## config.mk

```make
export PLATFORM = sky130hd
export DESIGN_NAME = ens_vote_argmax_flat
export DESIGN_NICKNAME = d
export VERILOG_FILES = /design/src/rtl/ens_vote_argmax_if.sv /design/src/rtl/ens_vote_argmax.sv /design/src/flat_wrapper.sv
export SDC_FILE = /design/constraint.sdc
export NUM_CORES = 1
export LEC_CHECK = 0
export BUFFER_PORTS_ARGS = -buffer_cell sky130_fd_sc_hd__buf_2
export CORE_MARGIN = 10
export CORE_UTILIZATION = 60
export DETAILED_ROUTE_END_ITERATION = 8
export MAX_ROUTING_LAYER = met4
export PLACE_DENSITY = 0.79
export SYNTH_ARGS = -nofsm -noshare
export SYNTH_HDL_FRONTEND = slang
export SYNTH_SLANG_ARGS = --single-unit
```

## constraint.sdc

```tcl
create_clock -name clk -period 3.7 [get_ports clk]
set_input_delay 1.11 -clock clk [delete_from_list [all_inputs] [get_ports clk]]
set_output_delay 1.11 -clock clk [all_outputs]
set_load 0.005 [all_outputs]
```

## src/rtl/ens_vote_argmax_if.sv

```systemverilog
// Stream bundle for the ensemble vote block: member score vectors in, winning class out.
// The master side feeds scores and accepts results; the slave side is the voter.
interface ens_vote_argmax_if #(
  parameter int N_ENS   = 4,
  parameter int N_CLASS = 10,
  parameter int SCORE_W = 2
);
  localparam int ACC_W = SCORE_W + $clog2(N_ENS + 1);
  localparam int CLS_W = $clog2(N_CLASS);

  logic                       in_valid;
  logic                       in_ready;
  logic [N_CLASS*SCORE_W-1:0] in_scores;
  logic                       out_valid;
  logic                       out_ready;
  logic [CLS_W-1:0]           out_class;
  logic [ACC_W-1:0]           out_score;
  logic                       busy;

  modport master (
    output in_valid, in_scores, out_ready,
    input  in_ready, out_valid, out_class, out_score, busy
  );

  modport slave (
    input  in_valid, in_scores, out_ready,
    output in_ready, out_valid, out_class, out_score, busy
  );
endinterface

```

## src/rtl/ens_vote_argmax.sv

```systemverilog
// Sums per-class scores over N_ENS ensemble members, then scans the sums one class per cycle
// and holds the winning class and its score until the consumer takes them.
module ens_vote_argmax #(
  parameter int N_ENS   = 4,
  parameter int N_CLASS = 10,
  parameter int SCORE_W = 2,
  parameter int ACC_W   = SCORE_W + $clog2(N_ENS + 1),
  parameter int CLS_W   = $clog2(N_CLASS)
) (
  input  logic               clk,
  input  logic               rst_n,
  ens_vote_argmax_if.slave   bus
);
  localparam int CNT_W = $clog2(N_ENS + 1);

  localparam logic [1:0] ST_ACCUM  = 2'd0;
  localparam logic [1:0] ST_ARGMAX = 2'd1;
  localparam logic [1:0] ST_HOLD   = 2'd2;

  localparam logic [CNT_W-1:0] LAST_MEMBER = CNT_W'(N_ENS - 1);
  localparam logic [CLS_W-1:0] LAST_CLASS  = CLS_W'(N_CLASS - 1);

  logic [1:0]       r_state;
  logic [ACC_W-1:0] r_acc [N_CLASS];
  logic [CNT_W-1:0] r_cnt;
  logic [CLS_W-1:0] r_idx;
  logic [ACC_W-1:0] r_bestScore;
  logic [CLS_W-1:0] r_bestClass;
  logic             r_outValid;
  logic [CLS_W-1:0] r_outClass;
  logic [ACC_W-1:0] r_outScore;

  logic [ACC_W-1:0] w_accSel;
  logic             w_better;
  logic [ACC_W-1:0] w_nextScore;
  logic [CLS_W-1:0] w_nextClass;

  // Strict greater-than keeps the earliest class on ties.
  always_comb begin
    w_accSel    = r_acc[r_idx];
    w_better    = (w_accSel > r_bestScore);
    w_nextScore = w_better ? w_accSel : r_bestScore;
    w_nextClass = w_better ? r_idx    : r_bestClass;
  end

  assign bus.in_ready  = (r_state == ST_ACCUM);
  assign bus.busy      = (r_state != ST_ACCUM);
  assign bus.out_valid = r_outValid;
  assign bus.out_class = r_outClass;
  assign bus.out_score = r_outScore;

  always_ff @(posedge clk or negedge rst_n) begin
    if (!rst_n) begin
      r_state     <= ST_ACCUM;
      r_cnt       <= '0;
      r_idx       <= '0;
      r_bestScore <= '0;
      r_bestClass <= '0;
      r_outValid  <= 1'b0;
      r_outClass  <= '0;
      r_outScore  <= '0;
      for (int c = 0; c < N_CLASS; c++) begin
        r_acc[c] <= '0;
      end
    end else begin
      case (r_state)
        ST_ACCUM: begin
          if (bus.in_valid) begin
            for (int c = 0; c < N_CLASS; c++) begin
              r_acc[c] <= r_acc[c] + {{(ACC_W-SCORE_W){1'b0}}, bus.in_scores[c*SCORE_W +: SCORE_W]};
            end
            if (r_cnt == LAST_MEMBER) begin
              r_cnt       <= '0;
              r_idx       <= '0;
              r_bestScore <= '0;
              r_bestClass <= '0;
              r_state     <= ST_ARGMAX;
            end else begin
              r_cnt <= r_cnt + 1'b1;
            end
          end
        end
        ST_ARGMAX: begin
          r_bestScore <= w_nextScore;
          r_bestClass <= w_nextClass;
          if (r_idx == LAST_CLASS) begin
            r_outValid <= 1'b1;
            r_outClass <= w_nextClass;
            r_outScore <= w_nextScore;
            r_state    <= ST_HOLD;
          end else begin
            r_idx <= r_idx + 1'b1;
          end
        end
        ST_HOLD: begin
          // Accumulators are cleared here so the next frame starts clean.
          if (bus.out_ready) begin
            r_outValid <= 1'b0;
            r_state    <= ST_ACCUM;
            for (int c = 0; c < N_CLASS; c++) begin
              r_acc[c] <= '0;
            end
          end
        end
        default: r_state <= ST_ACCUM;
      endcase
    end
  end
endmodule

```

## src/flat_wrapper.sv

```systemverilog
// flat-port wrapper written by rule: the top's interface ports become plain ports
module ens_vote_argmax_flat 
#(
  parameter int N_ENS   = 4,
  parameter int N_CLASS = 10,
  parameter int SCORE_W = 2,
  parameter int ACC_W   = SCORE_W + $clog2(N_ENS + 1),
  parameter int CLS_W   = $clog2(N_CLASS)
)
  (clk, rst_n, bus_in_valid, bus_in_scores, bus_out_ready, bus_in_ready, bus_out_valid, bus_out_class, bus_out_score, bus_busy);
  ens_vote_argmax_if #(.N_ENS(N_ENS), .N_CLASS(N_CLASS), .SCORE_W(SCORE_W)) bus_i ();
  input  logic clk;
  input  logic rst_n;
  input wire logic [$bits(bus_i.in_valid)-1:0] bus_in_valid;
  input wire logic [$bits(bus_i.in_scores)-1:0] bus_in_scores;
  input wire logic [$bits(bus_i.out_ready)-1:0] bus_out_ready;
  output wire logic [$bits(bus_i.in_ready)-1:0] bus_in_ready;
  output wire logic [$bits(bus_i.out_valid)-1:0] bus_out_valid;
  output wire logic [$bits(bus_i.out_class)-1:0] bus_out_class;
  output wire logic [$bits(bus_i.out_score)-1:0] bus_out_score;
  output wire logic [$bits(bus_i.busy)-1:0] bus_busy;
  assign bus_i.in_valid = bus_in_valid;
  assign bus_i.in_scores = bus_in_scores;
  assign bus_i.out_ready = bus_out_ready;
  assign bus_in_ready = bus_i.in_ready;
  assign bus_out_valid = bus_i.out_valid;
  assign bus_out_class = bus_i.out_class;
  assign bus_out_score = bus_i.out_score;
  assign bus_busy = bus_i.busy;
  ens_vote_argmax #(.N_ENS(N_ENS), .N_CLASS(N_CLASS), .SCORE_W(SCORE_W), .ACC_W(ACC_W), .CLS_W(CLS_W)) u_core (.clk(clk), .rst_n(rst_n), .bus(bus_i));
endmodule
```

* Yosys cells after proc, flatten, opt, wreduce, memory -nomap -nowiden *
Cells that the tools add are included.

cells by class
  equality and inequality tests = 9
  multiplexer cells = 25
  order comparisons = 2
  $add $sub $neg = 12
  bitwise operators = 1
  reductions and logical operators = 12

operators with widths
  operator                                       number
  2-to-1 mux 50 bit                              2
  one-hot mux 50 bit (2 select lines)            1
  adder 5 x 2 -> 5 bit                           10
  2-to-1 mux 5 bit                               5
  binary-select mux 5 bit (select 4 bit)         1
  2-to-1 mux 4 bit                               4
  one-hot mux 4 bit (2 select lines)             2
  one-hot mux 5 bit (2 select lines)             1
  AND reduction 3 bit                            3
  2-to-1 mux 2 bit                               4
  AND reduction 4 bit                            2
  nonzero test 2 bit                             4
  != test 2 bit, second input constant           3
  one-hot mux 2 bit (3 select lines)             1
  >= comparator 5 bit, second input constant     1
  > comparator 5 bit                             1
  NOT 4 -> 5 bit                                 1
  adder 4 x 1 -> 4 bit, second input constant    1
  == test 4 bit, second input constant           1
  != test 2 x 1 -> 1 bit, second input constant  2
  AND reduction 2 bit                            2
  adder 3 x 1 -> 3 bit, second input constant    1
  == test 3 x 2 -> 1 bit, second input constant  1
  2-to-1 mux 3 bit                               1
  other kinds (5)                                6

word-level totals
  output and inout port bits = 12
  word-level logic and storage cells = 79
  register bits after elaboration = 78

* Logic depth before layout (Yosys ltp) *
Gate-level depths: netlist (run 1).

  depth after elaboration = 7
  mapped depth = 14
  depth with buffers taken out = 11

* Worst setup path after synthesis (run 1) *
Ideal clock, no wire load.

  path kind = reg-to-reg
  start point = register u_core.r_idx[0]
  end point = register u_core.r_bestScore[1]
  clock period less this slack = 2,602 ps
  cell stages (with the launch flop) = 12
  data arrival time = 2,536 ps
  slack = 1,098 ps
  data required time = 3,634 ps
  cells stage by stage = dfrtp_1 > buf_6 > mux4_1 > nor2_1 > o32ai_2 > ha_1 > nand3_1 > o22a_1 > o21ai_1 > buf_2 > a21o_1 > a22o_1

between the ends
  word-level cells in the longest chain between the ends = 7

ends and longest elaborated chain
  what                                                    RTL line               RTL
  from (decl)                                             ens_vote_argmax.sv:26  logic [CLS_W-1:0] r_idx;
  from (signal assigned)                                  ens_vote_argmax.sv:92  r_idx <= r_idx + 1'b1;
  NOT 4 -> 5 bit (implied by the code) *                  ens_vote_argmax.sv:40  w_accSel = r_acc[r_idx];
  binary-select mux 5 bit (select 4 bit) *                ens_vote_argmax.sv:40
  2-to-1 mux 5 bit (implied by the code) * (2 in series)  ens_vote_argmax.sv:40
  > comparator 5 bit                                      ens_vote_argmax.sv:41  w_better = (w_accSel > r_bestScore);
  2-to-1 mux 5 bit *                                      ens_vote_argmax.sv:42  w_nextScore = w_better ? w_accSel : r_bestScore;
  one-hot mux 5 bit (2 select lines) *                    ens_vote_argmax.sv:66  case (r_state)
  to (signal assigned)                                    ens_vote_argmax.sv:84  r_bestScore <= w_nextScore;
  to (decl)                                               ens_vote_argmax.sv:27  logic [ACC_W-1:0] r_bestScore;

Every way passes the cells marked *; elsewhere a longest branch is shown, timed or not. The select of a mux whose other input is x is not followed.
A chain may end at the register's enable or synchronous reset.

* Worst setup path after layout (run 1) *
  start point = register u_core.r_idx[0]
  end point = register u_core.r_bestScore[3]

Same word-level chain as after synthesis.

==> impl_metrics.toml, run 1 <==
[grt]
grt_pass1_vias = 3250
track_usage_pct = 17.9
grt.overflow.total = 0
grt_max_degree = 79
antenna_found_initial = 0
grt_pass1_wl_um = 15800

[final_layout]
seq_area_um2 = 1950
num_antenna_cells = 0
multi_input_area_um2 = 2310
post-route-util_pct = 67.7
final_cells = 535
nets = 494
area_growth_pct = 10.5
drive_above_1_share_pct = 17.4
fillers = 564

[die]
ios = 36
fp.coreArea_um2 = 7210
rows = 31
initial_core_util_pct = 61.2
die_y_um = 106
die_width_um = 106
die_area_um2 = 11200

[hold_path]
worst_hold_startpoint = "u_core.bus.out_class[2]$_DFFE_PN0P_"
hp-class = "reg2reg"

[logic_synthesis]
syn_nets = 461
synth_cell_types = 46
yosysWarnings = 0
avgSynthCellArea_um2 = 11.1
yosys.area.top_type = "dfrtp_1"
synthMuxAreaShare_pct = 8.19
syn_area_um2 = 4420
synth-seq-cells = 78
async_flop_share_pct = 100
synth_common_cells = "78 x dfrtp_1, 44 x nor2_1, 28 x a22o_1, 28 x ha_1, 24 x nand2_1"
yosysSeqAreaShare_pct = 44.2
synth_compound_area_share_pct = 13.2
synth_top_family_by_area = "compound AO/OA/AOI/OAI gates"
synthCells = 399
synth_edf_count = 0
synth_xor_area_share_pct = 6.15
synth_area_leaders = "dfrtp_1 44%, ha_1 7.9%, a22o_1 5.6%"
yosys.cell_count.top_type = "dfrtp_1"
synthAdderAreaFrac_pct = 12.5
synth.top_cell.area_share_pct = 44.2
ys.flop_type = "dfrtp_1"
synth-simple-area-share_pct = 12.2

[sta]
fmax_mhz = 317
skew_ns = 0.0120
maxSlewHeadroom_pct = 37.3
finalMaxSlewViolations = 0
min_period_ns = 3.16
fin_crit_sh_pct = 85.3
tightest_slew_ns = 0.940
setup_slack_ns = 0.543
rsz0062_at_grt = "false"
final_hold_viol_count = 0
setup_viol = 0
setup_tns_ns = 0

[setup_path]
startpoint = "u_core.r_idx[0]$_DFFE_PN0P_"
cp.required_ns = 3.99
crit_top_cell = "buf_4"
end_kind = "register"
slowest_stage = "dfrtp_1"
cp.arrival_ns = 3.45
crit_path_max_incr_delay_ns = 0.51
worstPathCellList = "buf_4 -> mux2_2 -> o22ai_1 -> o32ai_2 -> ha_1 -> o21ai_0 -> a21oi_1 -> o21ai_1 -> buf_4 -> nor2_1 -> a22o_1"
critical_path_class = "reg2reg"
r2r-start = "u_core.r_idx[0]$_DFFE_PN0P_"
startpoint_type = "register"
crit_fanout = 22

[placed_design]
place_ws_ns = 0.579
gp_congestion = 0.859
dp.cells = 520
hpwl_um = 6760
portBuffers = 35

[job]
maxCapViolations = 0

[clock_network]
htreeDepth = 3
clkLatencyLatePin_ns = 0.36
cts.clk_slew.worst_paths_ns = 0.08
cts_hold_buf = 0
cts-buffers-inserted = 9
cts_resized = 0
post_cts_buffers = 0
clockBufferDepth = 2
cts_sinks = 78
cts-root-buf = "clkbuf_8"
cts_tree = "done"

[pwr]
power_switching_mw = 1.99
internal_power_mw = 2.85
comb_power_share_pct = 50.6
sequentialPowerShare_pct = 34.6
ir_drop_uv = 425
p_leak_nw = 2.29
pwr-share-clk_pct = 14.8
swShare_pct = 41.1
p_per_area_nw_per_um2 = 990

[detailed_routing]
drtIter0Drc = 140
dr.pass1.iters = 4
drc_errors = 0
routed_via_density = 5.87
via_count = 3142
final_antenna_net_count = 0
drt-total-wl_um = 9270
post_drt_wl_per_cell_um = 17.3

[run_status]
status = "completed"
sequential cells by signal (all words and copies together), names as in the netlist:
register	count
u_core.bus.out_valid	1
u_core.r_idx	4
u_core.r_cnt	3
u_core.r_state	2
u_core.bus.out_class	4
u_core.bus.out_score	5
u_core.r_bestClass	4
u_core.r_acc	50
u_core.r_bestScore	5
critical path: cells and delay by family (launching register included):
| family | cells | cell delay, ns |
|---|---|---|
| muxes | 1 | 0.37 |
| and+or+nand+nor | 1 | 0.46 |
| buffers and inverters | 2 | 0.53 |
| adders and majority gates | 1 | 0.35 |
| DFF | 1 | 0.51 |
| AOI/OAI and AO/OA | 6 | 0.88 |
power by group through the flow:
stage / logic [mW] / registers (mW) / clock network, mW
after floorplan: 1.99 / 1.50 / 0
after global placement: 2.32 / 1.65 / 0
after detailed placement: 2.44 / 1.67 / 0
after CTS: 2.44 / 1.66 / 0.718
after global routing: 2.72 / 1.73 / 0.751
final: 2.45 / 1.67 / 0.716
metrics by stage:
stage / hold slack [ns] / total power, mW / area [um2]
floorplan: 0.463 / 3.49 / 4420
global placement: 0.450 / 3.97 / 4660
detailed placement: 0.455 / 4.11 / 4660
CTS: 0.473 / 4.83 / 4880
global route: 0.521 / 5.20 / 4880
finish: 0.466 / 4.84 / 4880
placed cells by master, fill, tap and decap left out, drive strengths merged, types with 14 or more instances in the layout:
master / count
nor2: 44
xor2: 20
a21oi: 16
buf: 41
nand2: 24
dfrtp: 78
ha: 28
o21ai: 14
a22o: 28
inv: 15
path summary, 6_finish.rpt:
kind	endpoint	slack, ns	cells after the start
setup / recovery	u_core.r_bestScore[3]$_DFFE_PN0P_	0.54	11
min in group asynchronous	u_core.r_cnt[1]$_DFFE_PN0P_	0.90	1
setup reg to reg	u_core.r_bestScore[3]$_DFFE_PN0P_	0.54	11
hold / removal	u_core.bus.out_class[2]$_DFFE_PN0P_	0.47	2
hold reg to reg	u_core.bus.out_class[2]$_DFFE_PN0P_	0.47	2
max in group asynchronous	u_core.r_acc[44]$_DFFE_PN0P_	2.20	1
cell type report:
type,count,area share (%)
clock buffer,11,3.10
clock inverter,4,1.44
inverter,15,1.15
multi-input combinational,287,47.2
sequential,78,40.0
tap,99,2.54
timing repair buffer,41,4.56
metal layers:
layer  wire length, um  up-vias  global-route usage (%)
met5                 0        -                       -
met4               214        0                    7.54
met3               387       20                    4.38
met2              4420       71                    27.4
met1              4240     1563                    22.3
li1                  -     1488                       -
kinds of logic after synthesis:
kind of cell | count (synthesis)
buf+inv | 34
fa+ha+maj | 38
flops | 78
xor+xnor | 31
mux | 27
simple gates | 113
compound gates | 78
No activity file was read; power rests on OpenSTA's default activity.
==> run 2: changes to the inputs <==
--- a/config.mk
+++ b/config.mk
@@ -6,11 +6,10 @@
 export NUM_CORES = 1
 export LEC_CHECK = 0
 export BUFFER_PORTS_ARGS = -buffer_cell sky130_fd_sc_hd__buf_2
-export CORE_MARGIN = 10
-export CORE_UTILIZATION = 60
+export CORE_UTILIZATION = 50
 export DETAILED_ROUTE_END_ITERATION = 8
 export MAX_ROUTING_LAYER = met4
-export PLACE_DENSITY = 0.79
+export PLACE_DENSITY = 0.67
 export SYNTH_ARGS = -nofsm -noshare
 export SYNTH_HDL_FRONTEND = slang
 export SYNTH_SLANG_ARGS = --single-unit
==> run 2 against run 1 <==
Against the previous run: first-iteration DRC count increased by 11%; non-clock buffer count unchanged; largest cell class unchanged; clock power shrank 6.4%; cell area shrank 0.13%; combinational power about the same; via count fell by 2.3%; critical endpoint is now u_core.r_bestClass[0]$_DFFE_PN0P_; critical path type unchanged; sequential power barely moved; sequential cell count stayed put.
==> impl_metrics.toml, run 2 (synthesized netlist as in run 1, its figures left out) <==
[grt]
grt_pass1_wl_um = 15500
antenna_found_initial = 0
grt_pass1_vias = 3044
track_usage_pct = 23.2
grt_max_degree = 79
grt.overflow.total = 0

[setup_path]
end_kind = "register"
startpoint_type = "register"
crit_fanout = 26
cp.arrival_ns = 3.45
rr_endpoint = "u_core.r_bestClass[0]$_DFFE_PN0P_"
r2r-start = "u_core.r_idx[0]$_DFFE_PN0P_"
r2r_cells = 11
startpoint = "u_core.r_idx[0]$_DFFE_PN0P_"
rrSetupSlack_ns = 0.53
critical_path_class = "reg2reg"
cp.required_ns = 3.98

[pwr]
sequentialPowerShare_pct = 34.8
p_leak_nw = 2.28
swShare_pct = 41.1
ir_drop_uv = 496
comb_power_share_pct = 51.1
p_per_area_nw_per_um2 = 973
power_switching_mw = 1.95
internal_power_mw = 2.79
pwr-share-clk_pct = 14.1

[die]
initial_core_util_pct = 52.7
die_area_um2 = 9210
ios = 36
die_y_um = 96.0
fp.coreArea_um2 = 8380
rows = 33
die_width_um = 96.0

[sta]
setup_tns_ns = 0
fin_crit_sh_pct = 85.7
finalMaxSlewViolations = 0
rsz0062_at_grt = "false"
maxSlewHeadroom_pct = 34.6
tightest_slew_ns = 0.981
setup_viol = 0
skew_ns = 0.00765
min_period_ns = 3.17
final_hold_viol_count = 0
fmax_mhz = 315

[final_layout]
nets = 494
num_antenna_cells = 0
drive_above_1_share_pct = 17.4
largest_reg_flops = 50
final_cells = 541
area_growth_pct = 10.4
layout_commonest_cell = "dfrtp_1"
largest_register = "u_core.r_acc"
fillers = 717
design_area_um2 = 4880
final_cell_mix = "78 x dfrtp_1, 43 x nor2_1, 34 x buf_2"

[hold_path]
hold_end = "u_core.bus.out_class[2]$_DFFE_PN0P_"
hp-class = "reg2reg"
min_path_cells = 2
worst_hold_startpoint = "u_core.bus.out_class[2]$_DFFE_PN0P_"

[placed_design]
place_area_um2 = 4670
hpwl_um = 6260
portBuffers = 35
gp_congestion = 0.796
dp.cells = 526

[clock_network]
post_cts_buffers = 0
clockBufferDepth = 2
clkLatencyLatePin_ns = 0.35
cts_hold_buf = 0
htreeDepth = 3
cts_resized = 0
cts-buffers-inserted = 9
cts-root-buf = "clkbuf_8"
cts.clk_slew.worst_paths_ns = 0.08
cts_tree = "done"
cts_sinks = 78

[detailed_routing]
final_antenna_net_count = 0
routed_via_density = 5.68
via_count = 3071
drt-total-wl_um = 8980
dr.pass1.iters = 4
post_drt_wl_per_cell_um = 16.6
drc_errors = 0
drtIter0Drc = 155

[job]
maxCapViolations = 0

[run_status]
status = "completed"
[run 2: cell count changes in the layout (fill, tap and decap cells not counted), sizes merged]
cell / before / now
bufinv: 2 / 1
clkinvlp: 0 / 1
clkinv: 2 / 1
clkbuf: 11 / 12
[run 2: per-layer routing]
| metal | part of all wire, % | track usage, % | wire, um |
|---|---|---|---|
| met2 | 45 | 34.2 | 4050 |
| met4 | 1.5 | 6.47 | 134 |
| met3 | 3.8 | 4.82 | 344 |
| met1 | 50 | 32.4 | 4450 |
| met5 | 0 | - | 0 |
[run 2: worst max-delay path by stage]
| stage | endpoint | cells past startpoint | slack [ns] |
|---|---|---|---|
| 4_1_cts | u_core.r_bestClass[0]$_DFFE_PN0P_ | 11 | 0.53 |
| 2_1_floorplan | u_core.r_bestScore[1]$_DFFE_PN0P_ | 11 | 1.10 |
| 6_report | u_core.r_bestClass[0]$_DFFE_PN0P_ | 11 | 0.53 |
| 3_5_place_dp | u_core.r_bestScore[3]$_DFFE_PN0P_ | 11 | 0.56 |
| 5_1_grt | u_core.r_bestScore[3]$_DFFE_PN0P_ | 11 | 0.27 |
| 3_3_place_gp | u_core.r_bestClass[3]$_DFFE_PN0P_ | 13 | 0.70 |
[run 2: layout make-up]
cell class / instances / area [um2] / area share [%]
clock inverters: 3 / 42.5 / 0.872
repair buffers: 41 / 223 / 4.57
clock buffers: 12 / 165 / 3.39
flip-flops and latches: 78 / 1950 / 40.0
inverters: 15 / 56.3 / 1.15
multi-input cells: 287 / 2310 / 47.3
well taps: 105 / 131 / 2.69
[run 2: power by group through the flow]
stage	Clock [mW]	Combinational, mW	Sequential (mW)
finish	0.670	2.43	1.65
CTS	0.683	2.45	1.65
detailed placement	0	2.44	1.66
global route	0.714	2.75	1.71
floorplan	0	1.99	1.50
global placement	0	2.34	1.66
[run 2: critical path, stage by stage (launching register included)]
cell and delay (ns):
dfrtp_1 0.36, buf_4 0.35, mux4_1 0.61, nor2_1 0.15, o32ai_2 0.13, ha_1 0.33, nand3_1 0.11, o22a_1 0.14
o21ai_1 0.06, buf_4 0.18, nor2_1 0.41, a22o_1 0.23
[run 2: stage by stage]
step | worst slack [ns] | hold WS, ns | power [mW] | util [%]
after global placement | 0.696 | 0.447 | 4.00 | 55.7
after global routing | 0.272 | 0.496 | 5.17 | 58.2
final | 0.529 | 0.467 | 4.75 | 58.2
after floorplan | 1.10 | 0.463 | 3.49 | -
after detailed placement | 0.556 | 0.456 | 4.10 | 55.7
after CTS | 0.530 | 0.473 | 4.78 | 58.2
==> run 3: changes to the inputs <==
--- a/config.mk
+++ b/config.mk
@@ -9,7 +9,7 @@
 export CORE_UTILIZATION = 50
 export DETAILED_ROUTE_END_ITERATION = 8
 export MAX_ROUTING_LAYER = met4
-export PLACE_DENSITY = 0.67
+export PLACE_DENSITY = 0.7
 export SYNTH_ARGS = -nofsm -noshare
 export SYNTH_HDL_FRONTEND = slang
 export SYNTH_SLANG_ARGS = --single-unit
==> constraint.sdc (replaced) <==
create_clock -name clk -period 2.7 [get_ports clk]
set_input_delay 0.81 -clock clk [delete_from_list [all_inputs] [get_ports clk]]
set_output_delay 0.81 -clock clk [all_outputs]
set_load 0.005 [all_outputs]
==> run 3 against run 2 <==
Against the previous run: the run now ends with setup timing left; global-route usage rose by 0.66 points; count of clock-buffer cells in the layout fell by 1; sequential cell count did not move; sequential share of layout area fell by 1.8 points; critical path depth rose by 2; sequential power rose by 37%; combinational power rose by 81%; cell count rose by 3.3%; setup slack got worse by 0.56 ns; first-iteration DRC count fell by 6.5%; wire length rose by 7.5%; largest power group unchanged.
==> impl_metrics.toml, run 3 (synthesized netlist as in run 1, its figures left out) <==
[clock_network]
cts_hold_buf = 0
clockBufferDepth = 2
cts-root-buf = "clkbuf_8"
cts_tree = "done"
cts-buffers-inserted = 9
cts_sinks = 78
htreeDepth = 3
cts.clk_slew.worst_paths_ns = 0.08
clkLatencyLatePin_ns = 0.36

[die]
initial_core_util_pct = 52.7
die_width_um = 96.0
rows = 33
ios = 36
fp.coreArea_um2 = 8380
die_y_um = 96.0
die_area_um2 = 9210

[run_status]
violations = "setup timing"
status = "finished with violations"

[pwr]
sequentialPowerShare_pct = 30.0
totalPowerFinal_mw = 7.53
internal_power_mw = 4.45
p_leak_nw = 2.38
comb_power_share_pct = 58.4
power_switching_mw = 3.08
swShare_pct = 40.9
pwr-share-clk_pct = 11.6
p_per_area_nw_per_um2 = 1470
ir_drop_uv = 762

[setup_path]
startpoint_type = "register"
crit_fanout = 8
end_kind = "register"
cp.arrival_ns = 2.98
critical_path_class = "reg2reg"
cp.required_ns = 2.95

[sta]
setup_viol = 10
min_period_ns = 2.73
maxSlewHeadroom_pct = 40.9
skew_ns = 0.00847
setup_slack_ns = -0.0263
finalMaxSlewViolations = 0
fmax_mhz = 367
rsz0062_at_grt = "true"
fin_crit_sh_pct = 101
final_hold_viol_count = 0
tightest_slew_ns = 0.886

[final_layout]
fillers = 677
area_growth_pct = 15.7
design_area_um2 = 5110
largest_reg_flops = 50
multi_input_area_um2 = 2380
drive_above_1_share_pct = 24.2
num_antenna_cells = 0
final_cell_mix = "78 x dfrtp_1, 38 x nor2_1, 34 x buf_2"
largest_register = "u_core.r_acc"
nets = 512
layout_commonest_cell = "dfrtp_1"
seq_area_um2 = 1950

[job]
maxCapViolations = 0

[detailed_routing]
drt-total-wl_um = 9650
post_drt_wl_per_cell_um = 17.3
via_count = 3185
drc_errors = 0
drtIter0Drc = 145
routed_via_density = 5.70
final_antenna_net_count = 0
dr.pass1.iters = 4

[grt]
grt_max_degree = 46
grt_pass1_wl_um = 15700
track_usage_pct = 23.8
grt_pass1_vias = 3189
grt.overflow.total = 0
antenna_found_initial = 0

[placed_design]
hpwl_um = 6700
place_ws_ns = -0.0803
gp_congestion = 0.962
portBuffers = 35
place_area_um2 = 4780

[hold_path]
hp-class = "in2async"
-- run 3: through the flow --
step           setup TNS [ns]  hold WS, ns  std cells  util, %
2_1_floorplan               0        0.463        399        -
3_3_place_gp           -0.219        0.455        539     57.0
3_5_place_dp           -0.655        0.459        539     57.0
4_1_cts              -0.00726        0.472        555     59.4
5_1_grt                 -1.89        0.485        559     61.0
6_report               -0.138        0.453        559     61.0
-- run 3: per-layer routing --
metal / share of wire, % / track usage (%) / up-vias / routed length [um]
li1: - / - / 1507 / -
met4: 1.8 / 9.58 / 0 / 176
met5: 0 / - / - / 0
met1: 48 / 31.2 / 1598 / 4610
met2: 47 / 36.3 / 64 / 4530
met3: 3.5 / 4.82 / 16 / 341
-- run 3: worst paths after layout --
| path | from | end | slack (ns) | cells after the start |
|---|---|---|---|---|
| worst max-delay path | u_core.r_idx[0]$_DFFE_PN0P_ | u_core.r_bestScore[1]$_DFFE_PN0P_ | -0.03 | 13 |
| max in group asynchronous | rst_n | u_core.r_acc[46]$_DFFE_PN0P_ | 1.66 | 2 |
| worst max register to register | u_core.r_idx[0]$_DFFE_PN0P_ | u_core.r_bestScore[1]$_DFFE_PN0P_ | -0.03 | 13 |
| worst min-delay path | rst_n | u_core.r_cnt[0]$_DFFE_PN0P_ | 0.45 | 1 |
| worst min register to register | u_core.bus.out_class[2]$_DFFE_PN0P_ | u_core.bus.out_class[2]$_DFFE_PN0P_ | 0.47 | 2 |
| min in group clk | u_core.bus.out_class[2]$_DFFE_PN0P_ | u_core.bus.out_class[2]$_DFFE_PN0P_ | 0.47 | 2 |
-- run 3: repair_timing --
item / CTS / global route
setup buffers: 0 / 4
pin swaps: 2 / 12
endpoints found under the setup margin: 13 / 17
cloned: 1 / 0
resized for setup: 4 / 29
-- run 3: power by group through the flow --
stage	clock, mW	combinational, mW	sequential (mW)
after CTS	0.884	3.69	2.24
final	0.875	4.40	2.26
after global routing	0.942	4.83	2.33
after floorplan	0	2.73	2.05
after global placement	0	3.46	2.23
after detailed placement	0	3.58	2.25
-- run 3: worst max-delay path, cell delays in order, from the launching register on --
cell     delay (ns)
dfrtp_1        0.41
buf_6          0.16
mux4_2         0.50
nor2_2         0.11
nor3_1         0.06
or2_1          0.23
inv_1          0.06
ha_1           0.22
nand2_1        0.08
o22a_1         0.15
o21ai_2        0.09
buf_6          0.13
a21o_4         0.23
a22o_1         0.19
-- run 3: layout make-up --
cell class	instances	share of cell area [%]
multi-input cells	287	46.6
flip-flops and latches	78	38.2
repair buffers	59	7.79
clock buffers	11	2.77
well taps	105	2.57
inverters	15	1.10
clock inverters	4	0.930
